`config.mk`:
```
export PLATFORM = sky130hd
export DESIGN_NAME = demux4_hold
export DESIGN_NICKNAME = d
export VERILOG_FILES = /design/src/rtl/demux_pkg.sv /design/src/rtl/demux_hold_chan.sv /design/src/rtl/demux4_hold.sv
export SDC_FILE = /design/constraint.sdc
export NUM_CORES = 1
export LEC_CHECK = 0
export ABC_AREA = 1
export CORE_MARGIN = 3
export CORE_UTILIZATION = 33
export CTS_BUF_LIST = sky130_fd_sc_hd__clkbuf_2
export DETAILED_ROUTE_END_ITERATION = 16
export GPL_ROUTABILITY_DRIVEN = 0
export HOLD_SLACK_MARGIN = 0.05
export PLACE_DENSITY = 0.61
export SLEW_MARGIN = 40
export SYNTH_ARGS = -nofsm -noshare
export SYNTH_HDL_FRONTEND = slang
export SYNTH_SLANG_ARGS = --single-unit
export TNS_END_PERCENT = 5
```
`constraint.sdc`:
```
create_clock -name clk -period 1.6 [get_ports clk]
set_clock_uncertainty 0.1 [all_clocks]
set_input_delay 0.4 -clock clk [delete_from_list [all_inputs] [get_ports clk]]
set_output_delay 0.4 -clock clk [all_outputs]
set_load 0.01 [all_outputs]
```
`src/rtl/demux_pkg.sv`:
```
// ---------------------------------------------------------------------------
// demux_pkg
// Shared definitions for the demux4_hold destination-steering block:
//   NUM_DEST        number of destination holding registers
//   SEL_A..SEL_D    encodings of the 2-bit destination select
//   chan_state_t    per-destination state (ST_EMPTY / ST_FULL)
//   STALL_MAX       saturation value of the optional stall counter
//   sel_onehot()    select index to one-hot destination mask
// ---------------------------------------------------------------------------
package demux_pkg;

    localparam int NUM_DEST = 4;

    localparam logic [1:0] SEL_A = 2'd0;
    localparam logic [1:0] SEL_B = 2'd1;
    localparam logic [1:0] SEL_C = 2'd2;
    localparam logic [1:0] SEL_D = 2'd3;

    typedef enum logic {
        ST_EMPTY = 1'b0,
        ST_FULL  = 1'b1
    } chan_state_t;

    localparam logic [7:0] STALL_MAX = 8'd255;

    // Convert a destination select into a one-hot destination mask.
    function automatic logic [NUM_DEST-1:0] sel_onehot(input logic [1:0] sel);
        logic [NUM_DEST-1:0] mask;
        case (sel)
            SEL_A:   mask = 4'b0001;
            SEL_B:   mask = 4'b0010;
            SEL_C:   mask = 4'b0100;
            SEL_D:   mask = 4'b1000;
            default: mask = 4'b0000;
        endcase
        return mask;
    endfunction

endpackage

```
`src/rtl/demux_hold_chan.sv`:
```
// ---------------------------------------------------------------------------
// demux_hold_chan
// One-deep holding buffer for a single destination: a WIDTH-bit data
// register plus an EMPTY/FULL state flag.
// Ports:
//   clk, rst_n   clock, asynchronous active-low reset
//   load         write d this cycle (only raised by the parent when can_load)
//   ack          consumer takes the held beat this cycle
//   d            beat to store
//   q            held data (keeps last value after ack)
//   valid        buffer holds an unconsumed beat
//   can_load     buffer can take a beat this cycle (empty, or being drained)
// ---------------------------------------------------------------------------
module demux_hold_chan
    import demux_pkg::*;
#(
    parameter int WIDTH = 8
) (
    input  logic             clk,
    input  logic             rst_n,
    input  logic             load,
    input  logic             ack,
    input  logic [WIDTH-1:0] d,
    output logic [WIDTH-1:0] q,
    output logic             valid,
    output logic             can_load
);

    chan_state_t      state_r;
    chan_state_t      state_s;
    logic [WIDTH-1:0] data_r;

    // State register.
    always_ff @(posedge clk or negedge rst_n) begin
        if (!rst_n) begin
            state_r <= ST_EMPTY;
        end else begin
            state_r <= state_s;
        end
    end

    // Data register: loads on accept, otherwise holds (also across an ack).
    always_ff @(posedge clk or negedge rst_n) begin
        if (!rst_n) begin
            data_r <= {WIDTH{1'b0}};
        end else if (load) begin
            data_r <= d;
        end else begin
            data_r <= data_r;
        end
    end

    // Next-state logic: a load wins over an ack so a drain-and-refill
    // in the same cycle stays FULL with no bubble.
    always_comb begin
        state_s = state_r;
        case (state_r)
            ST_EMPTY: begin
                if (load) begin
                    state_s = ST_FULL;
                end else begin
                    state_s = ST_EMPTY;
                end
            end
            ST_FULL: begin
                if (load) begin
                    state_s = ST_FULL;
                end else if (ack) begin
                    state_s = ST_EMPTY;
                end else begin
                    state_s = ST_FULL;
                end
            end
            default: state_s = ST_EMPTY;
        endcase
    end

    assign q        = data_r;
    assign valid    = (state_r == ST_FULL);
    assign can_load = (state_r == ST_EMPTY) | ack;

endmodule

```
`src/rtl/demux4_hold.sv`:
```
// ---------------------------------------------------------------------------
// demux4_hold
// Steers one WIDTH-bit producer beat into one of four one-deep destination
// holding registers selected by in_sel, with per-destination back-pressure.
// Optional build macro: DEMUX_STALL_CNT_EN enables the saturating stall
// counter on stall_cnt; without it stall_cnt is constant zero.
// Ports:
//   clk, rst_n            clock, asynchronous active-low reset
//   in_data, in_sel       producer beat and destination index (0=a..3=d)
//   in_valid, in_ready    producer handshake (in_ready is combinational)
//   out_a..out_d          destination holding registers
//   out_valid[3:0]        destination i holds an unconsumed beat
//   out_ack[3:0]          consumer i takes its beat this cycle
//   stall_cnt[7:0]        cycles with in_valid & ~in_ready (saturating)
// ---------------------------------------------------------------------------
module demux4_hold
    import demux_pkg::*;
#(
    parameter int WIDTH = 8
) (
    input  logic             clk,
    input  logic             rst_n,
    input  logic [WIDTH-1:0] in_data,
    input  logic [1:0]       in_sel,
    input  logic             in_valid,
    output logic             in_ready,
    output logic [WIDTH-1:0] out_a,
    output logic [WIDTH-1:0] out_b,
    output logic [WIDTH-1:0] out_c,
    output logic [WIDTH-1:0] out_d,
    output logic [3:0]       out_valid,
    input  logic [3:0]       out_ack,
    output logic [7:0]       stall_cnt
);

    logic [NUM_DEST-1:0] sel_mask_s;
    logic [NUM_DEST-1:0] can_load_s;
    logic [NUM_DEST-1:0] load_s;
    logic                accept_s;
    logic [WIDTH-1:0]    q_s [NUM_DEST];

    assign sel_mask_s = sel_onehot(in_sel);

    // Ready depends only on the selected destination; other full ones never block.
    always_comb begin
        in_ready = 1'b0;
        case (in_sel)
            SEL_A:   in_ready = can_load_s[0];
            SEL_B:   in_ready = can_load_s[1];
            SEL_C:   in_ready = can_load_s[2];
            SEL_D:   in_ready = can_load_s[3];
            default: in_ready = 1'b0;
        endcase
    end

    assign accept_s = in_valid & in_ready;
    assign load_s   = sel_mask_s & {NUM_DEST{accept_s}};

    for (genvar i = 0; i < NUM_DEST; i++) begin : g_chan
        demux_hold_chan #(
            .WIDTH (WIDTH)
        ) u_chan (
            .clk      (clk),
            .rst_n    (rst_n),
            .load     (load_s[i]),
            .ack      (out_ack[i]),
            .d        (in_data),
            .q        (q_s[i]),
            .valid    (out_valid[i]),
            .can_load (can_load_s[i])
        );
    end

    assign out_a = q_s[0];
    assign out_b = q_s[1];
    assign out_c = q_s[2];
    assign out_d = q_s[3];

`ifdef DEMUX_STALL_CNT_EN
    logic [7:0] stall_r;

    // Saturating count of cycles where the producer is held off.
    always_ff @(posedge clk or negedge rst_n) begin
        if (!rst_n) begin
            stall_r <= 8'd0;
        end else if (in_valid && !in_ready && (stall_r != STALL_MAX)) begin
            stall_r <= stall_r + 8'd1;
        end else begin
            stall_r <= stall_r;
        end
    end

    assign stall_cnt = stall_r;
`else
    assign stall_cnt = 8'd0;
`endif

endmodule

```
Yosys cells after proc, flatten, opt, wreduce, memory -nomap -nowiden
Cells that the tools add are included.

storage, ports and cells
  word-level logic and storage cells = 40
  flip-flop bits (word level) = 36
  output and inout port bits = 45

cells by class
  muxes and demuxes = 18
  eq/ne operators = 3
  reduce and logical (&&, ||, !) cells = 1
  bitwise logic cells = 10

operators by type and width
  operator            number
  $pmux 4 s4          1
  $mux 1              12
  $pmux 1 s2          4
  $and 4x4->4         1
  $eq 2x2->1 const B  2
  $not 1->1           4
  $or 1x1->1          4
  $pmux 1 s4          1
  $eq 2x1->1 const B  1
  $logic_not 2->1     1
  $and 1x1->1         1

Logic depth before layout (Yosys ltp)
Gate-level depths: netlist of run 1.

  depth in word-level cells = 7
  mapped depth = 8
  mapped depth without buffers = 7

Hierarchy
From an unflattened synthesis of run 1, not the netlist that was laid out.

unflattened totals
  cell total of the unflattened synthesis = 179
  area total of the unflattened synthesis = 1526.5 um^2

by module, submodules not included
  module           area an instance (um^2)  instances  cells an instance
  demux_hold_chan  341.6                    4          38
  demux4_hold      160.2                    1          27

Least setup slack after synthesis of run 1
OpenSTA, ideal clock, no wires.

  path type = input -> output
  from = input in_sel[1]
  to = output in_ready
  cell stages on the path = 5
  path slack = 5 ps
  data arrival time = 1095 ps
  data required time = 1100 ps
  cells stage by stage = buf_6 > nor2_8 > nand2_1 > nand4_4 > buf_6

on the way
  longest elaborated chain between the ends = 2

RTL lines
  element                             line               RTL
  start, declared                     demux4_hold.sv:24  input logic [1:0] in_sel,
  $eq 2x2->1 (tied with other cells)  demux4_hold.sv:47  case (in_sel)
  $pmux 1 s4 *                        demux4_hold.sv:47
  end, declared                       demux4_hold.sv:26  output logic in_ready,

Mark *: on every way between the ends. The rest lies on a longest branch, timed or not.

Final worst setup path of run 1
  from = input in_sel[0]
  to = output in_ready

Same word-level chain as after synthesis.

==> impl_metrics.py, run 1 <==
metrics = {
    "status": {
        "status": "finished, violations left",
        "violations": "setup timing",
    },
    "pwr": {
        "switchingPower_uw": 806,
        "leakage_uw": 0.00137,
        "swShare_pct": 34.4,
        "power_uw": 2340,
        "power_frac_seq_pct": 50.6,
        "combPwrFrac_pct": 32.6,
        "clkPwrFrac_pct": 16.7,
        "intPower_uw": 1540,
        "p_per_area_nw_per_um2": 927,
        "ir_drop_mv": 0.477,
    },
    "clock_tree": {
        "cts_sinks": 36,
        "htreeDepth": 2,
        "cts_tree": "done",
        "root_buffer": "clkbuf_2",
        "clk_latency_ns": 0.37,
        "path_clk_slew_ns": 0.18,
        "cts_buffer_depth": 2,
        "numCtsBuffers": 5,
        "hold_buffers": 0,
    },
    "final_layout": {
        "layout.area.seq_um2": 901,
        "fin_nets": 278,
        "fin_util_pct": 48.6,
        "drive_above_1_share_pct": 33.0,
        "final_common_cell": "nand2_1",
        "fill_cells": 541,
        "final_cell_mix": "nand2_1, dfrtp_1, nand4_1",
        "multi_input_area_um2": 749,
        "num_antenna_cells": 0,
        "area_delta_synth_final_pct": 40.0,
    },
    "die": {
        "die_area_um2": 6400,
        "start_util_pct": 34.7,
        "ios": 62,
        "rows": 26,
        "core_area_um2": 5200,
        "die_x_um": 80.0,
        "dieHeight_um": 80.0,
    },
    "critical_path": {
        "cp-startpoint": "in_sel[0]",
        "rr_endpoint": "g_chan[3].u_chan.q[2]",
        "reg2reg_depth": 8,
        "cp_slowest_cell": "dlygate4sd2_1",
        "crit_fanout": 6,
        "crit_chain": "dlygate4sd2_1 > buf_12 > inv_6 > nor2_8 > nand2_4 > nand4_4 > buf_6",
        "startpoint_type": "input port",
        "crit_required_ns": 1.10,
        "cp_top_family": "buffers and inverters",
        "rrSetupSlack_ns": 0.07,
        "arrival_ns": 1.23,
        "slowest_delay_ns": 0.26,
        "path_buf_inv": 4,
        "crit_type": "input port to primary output",
        "r2r_start": "g_chan[2].u_chan.valid",
        "worstSetupEndpointType": "primary output",
    },
    "placement": {
        "post-dp-hpwl_um": 3310,
        "portBuffers": 53,
    },
    "route": {
        "drt_iter0_drc": 55,
        "drc": 0,
        "drt-pass1-iter-count": 4,
        "vias": 1539,
        "post_drt_wl_per_cell_um": 14.4,
        "post_drt_via_cell_ratio": 4.65,
        "drt_wl_total_um": 4750,
        "ant_nets": 0,
    },
    "grt": {
        "grt_pass1_wl_um": 7630,
        "grt_overflow": 0,
        "grt_pass1_vias": 1476,
        "grt_max_degree": 37,
        "grt.total_usage_pct": 15.7,
        "antenna_found_initial": 0,
    },
    "hold_path": {
        "min_to": "g_chan[2].u_chan.valid",
        "worstHoldPathType": "input port to register",
        "worstHoldPathCells": 4,
        "hold_start": "out_ack[2]",
    },
    "logic_synthesis": {
        "synth_area_um2": 1810,
        "ys_seq_elements": 36,
        "syn_inst": 185,
        "netlist.area_leader.share_pct": 49.9,
        "syn_area_per_cell_um2": 9.77,
        "ys_warn_count": 0,
        "synth_cell_types": 17,
        "synth_area_leaders": "dfrtp_1, nand2_1, nand4_1",
        "ys_seq_area_share_pct": 49.9,
        "yosysTopAreaCell": "dfrtp_1",
    },
    "timing": {
        "setup_viol": 3,
        "fin_ws_ns": -0.134,
        "maxClockFrequency_ghz": 0.577,
        "hold_slack_ns": 0.201,
        "finalMaxSlewViolations": 0,
        "rsz0062_at_grt": "true",
        "min_period_ns": 1.73,
        "final_hold_viol_count": 0,
        "finalCritPeriodShare_pct": 108,
    },
    "job": {
        "maxCapViolCount": 0,
    },
}
## cells in the mapped netlist
master / instances
nand2_1: 74
dfrtp_1: 36
nand4_1: 32
buf_4: 12
buf_6: 5
nand4_4: 5
inv_1: 4
nor2_8: 3
buf_2: 2
clkbuf_1: 2
inv_4: 2
nand2_2: 2
nand2_4: 2
conb_1: 1
inv_6: 1
nand3_1: 1
nand3_4: 1
## worst max-delay path by stage
stage          endpoint  slack, ns  depth (start not counted)
2_1_floorplan  in_ready      0.005                          5
3_3_place_gp   in_ready      -0.80                          7
3_5_place_dp   in_ready      -0.80                          7
4_1_cts        in_ready      -0.18                          6
5_1_grt        in_ready      -0.19                          4
6_report       in_ready      -0.13                          7
## worst reg2reg max path, stage by stage, from the launching register on
cell     delay (ns)
dfrtp_1        0.42
buf_4          0.14
buf_6          0.11
nand3_1        0.07
nand2_1        0.10
nand3_4        0.14
nand4_4        0.19
nand2_1        0.11
nand2_1        0.06
## stage by stage
stage	area (µm²)	instances	setup slack (ns)	TNS (ns)
floorplan	1830	192	0.00547	0
global placement	2510	316	-0.798	-17.61
detailed placement	2510	316	-0.804	-18.35
CTS	2560	326	-0.178	-0.178
global route	2530	331	-0.187	-0.539
finish	2530	331	-0.134	-0.262
## routing by layer
layer	GRT usage (%)	share of wire, %	vias up
met5	0	0	-
met4	3.72	0.29	0
met3	4.85	9.2	2
met2	23.1	47	70
met1	22.5	43	715
li1	-	-	752
## registers in the layout (all words and copies together) (netlist names)
| name | count |
|---|---|
| g_chan.u_chan.q | 32 |
| g_chan.u_chan.valid | 4 |
## timing repair
action	4_1_cts	5_1_grt
pin swaps	1	6
endpoints found under the hold margin	0	0
setup endpoints to repair	71	35
resized for setup	76	44
setup buffers	3	5
## power groups by stage
stage	Sequential [µW]	Combinational (µW)	Clock, µW
detailed placement	1200	888	0
floorplan	1270	305	0
CTS	1190	803	416
global placement	1200	877	0
global route	1210	836	460
finish	1190	764	392
## layout make-up
cell class | count | share of cell area [%]
tap | 70 | 3.46
multi-input combinational | 128 | 29.6
sequential | 36 | 35.6
clock buffer | 6 | 1.19
inverter | 7 | 1.43
timing repair buffer | 83 | 28.5
clock inverter | 1 | 0.198
## cells by family (layout without fill, tap and decap cells)
group	count (synthesis)	after routing	share of synthesized area [%]
AND/OR/NAND/NOR	120	120	38.9
buffers and inverters	28	97	11.1
flip-flops	36	36	49.9
other	1	8	0.208
(Power assumes the default switching activity.)
==> run 2, diff against run 1 <==
--- a/config.mk
+++ b/config.mk
@@ -6,14 +6,13 @@
 export NUM_CORES = 1
 export LEC_CHECK = 0
 export ABC_AREA = 1
-export CORE_MARGIN = 3
+export CORE_MARGIN = 1
 export CORE_UTILIZATION = 33
 export CTS_BUF_LIST = sky130_fd_sc_hd__clkbuf_2
 export DETAILED_ROUTE_END_ITERATION = 16
 export GPL_ROUTABILITY_DRIVEN = 0
 export HOLD_SLACK_MARGIN = 0.05
 export PLACE_DENSITY = 0.61
-export SLEW_MARGIN = 40
 export SYNTH_ARGS = -nofsm -noshare
 export SYNTH_HDL_FRONTEND = slang
 export SYNTH_SLANG_ARGS = --single-unit
==> constraint.sdc (replaced) <==
create_clock -name clk -period 1.5 [get_ports clk]
set_clock_uncertainty 0.1 [all_clocks]
set_input_delay 0.375 -clock clk [delete_from_list [all_inputs] [get_ports clk]]
set_output_delay 0.375 -clock clk [all_outputs]
set_load 0.01 [all_outputs]
==> impl_metrics.py, run 2 (same netlist as run 1, synthesis figures left out) <==
metrics = {
    "grt": {
        "grt_overflow": 0,
        "use_met3_pct": 4.31,
        "grt.total_usage_pct": 17.8,
        "grt_pass1_vias": 1629,
        "grt-busiest-layer": "met2",
        "grt_pass1_wl_um": 8050,
        "use_met2_pct": 30.5,
        "antenna_found_initial": 0,
        "use_met1_pct": 21.9,
        "grt_max_degree": 37,
    },
    "final_layout": {
        "fin_util_pct": 48.9,
        "fin_nets": 287,
        "fill_cells": 524,
        "final_cell_mix": "nand2_1, dfrtp_1, nand4_1, buf_4, buf_2",
        "num_antenna_cells": 0,
        "final_common_cell": "nand2_1",
        "area_delta_synth_final_pct": 40.9,
        "largest_reg_flops": 32,
        "stdcell_count": 340,
        "drive_above_1_share_pct": 38.5,
    },
    "die": {
        "die_area_um2": 5770,
        "die_x_um": 76.0,
        "start_util_pct": 34.7,
        "ios": 62,
        "rows": 26,
        "core_area_um2": 5200,
        "dieHeight_um": 76.0,
    },
    "route": {
        "drt-pass1-iter-count": 4,
        "drc": 0,
        "drt_wl_total_um": 4620,
        "vias": 1571,
        "post_drt_via_cell_ratio": 4.62,
        "ant_nets": 0,
        "drt_iter0_drc": 105,
        "post_drt_wl_per_cell_um": 13.6,
    },
    "pwr": {
        "leakage_uw": 0.00138,
        "p_per_area_nw_per_um2": 992,
        "ir_drop_mv": 0.530,
    },
    "timing": {
        "rsz0062_at_grt": "true",
        "maxClockFrequency_ghz": 0.594,
        "fin_ws_ns": -0.185,
        "setup_viol": 5,
        "final_hold_viol_count": 0,
        "finalMaxSlewViolations": 0,
        "min_period_ns": 1.68,
        "hold_slack_ns": 0.242,
        "finalCritPeriodShare_pct": 112,
    },
    "clock_tree": {
        "numCtsBuffers": 5,
        "cts_sinks": 36,
        "cts_tree": "done",
        "htreeDepth": 2,
        "cts_buffer_depth": 2,
        "clk_latency_ns": 0.38,
        "root_buffer": "clkbuf_2",
        "path_clk_slew_ns": 0.16,
    },
    "critical_path": {
        "path_buf_inv": 3,
        "startpoint_type": "input port",
        "crit_fanout": 4,
        "slowest_delay_ns": 0.27,
        "worstSetupEndpointType": "primary output",
        "cp_top_family": "buffers and inverters",
        "arrival_ns": 1.21,
        "crit_required_ns": 1.02,
        "cp_slowest_cell": "clkdlybuf4s15_2",
        "crit_chain": "clkdlybuf4s15_2 > buf_4 > nor2_8 > nand2_2 > nand4_4 > buf_6",
        "crit_type": "input port to primary output",
    },
    "job": {
        "maxCapViolCount": 0,
    },
    "status": {
        "status": "finished, violations left",
        "violations": "setup timing",
    },
    "hold_path": {
        "worstHoldPathType": "input port to asynchronous set/reset pin",
    },
    "placement": {
        "dp.cells": 317,
        "portBuffers": 53,
        "post-dp-hpwl_um": 3180,
    },
}
==> run 2: changes by cell type in the layout (fill, tap and decap cells not counted), moves of 2 or more <==
| cell | delta |
|---|---|
| buf_2 | +25 |
| dlygate4sd2_1 | +2 |
| dlymetal6s2s_1 | -4 |
| clkdlybuf4s15_1 | -9 |
| clkinv_1 | +2 |
| clkbuf_2 | -17 |
| buf_6 | +2 |
| buf_4 | +8 |
==> run 2: what timing repair did <==
action	4_1_cts	5_1_grt
hold buffers	0	0
pin swaps	7	4
buffers inserted	16	1
gates resized for setup	147	18
endpoints found under the setup margin	73	50
==> run 2: per-stage QoR <==
step / setup TNS, ns / cell area [µm²] / total power, µW / worst slack, ns
floorplan: -0.00838 / 1850 / 1680 / -0.00838
global placement: -22.19 / 2510 / 2200 / -0.925
detailed placement: -22.71 / 2510 / 2220 / -0.939
CTS: -0.300 / 2620 / 2590 / -0.190
global route: -1.72 / 2540 / 2700 / -0.253
finish: -0.359 / 2540 / 2520 / -0.185
==> run 2: per-layer routing <==
layer | vias to the layer above | wire length (µm)
met2 | 50 | 2260
met5 | - | 0
met4 | 0 | 97
met3 | 11 | 232
li1 | 767 | -
met1 | 743 | 2030
==> run 2: where the power goes <==
part	switching, µW	internal, µW	total [µW]
registers	99.2	1150	1250
clock network	303	95.9	398
logic	458	418	875
==> run 2: layout make-up <==
cell class	instances	area (µm²)	share of cell area [%]
Clock buffer	5	25.0	0.983
Clock inverter	2	7.51	0.295
Inverter	7	38.8	1.52
Multi-Input combinational cell	128	749	29.4
Sequential cell	36	901	35.4
Tap cell	70	87.6	3.44
Timing Repair Buffer	92	736	28.9
==> run 2: final timing paths <==
kind                                         from                      to  slack (ns)  cells past startpoint
hold / removal                              rst_n   g_chan[2].u_chan.q[1]        0.24                      2
hold reg to reg             g_chan[3].u_chan.q[4]   g_chan[3].u_chan.q[4]        0.39                      2
min in group clk                       out_ack[2]  g_chan[2].u_chan.valid        0.28                      4
setup / recovery                        in_sel[1]                in_ready       -0.18                      6
setup reg to reg           g_chan[1].u_chan.valid   g_chan[1].u_chan.q[7]        0.02                      8
max in group asynchronous                   rst_n   g_chan[2].u_chan.q[7]        0.87                      2
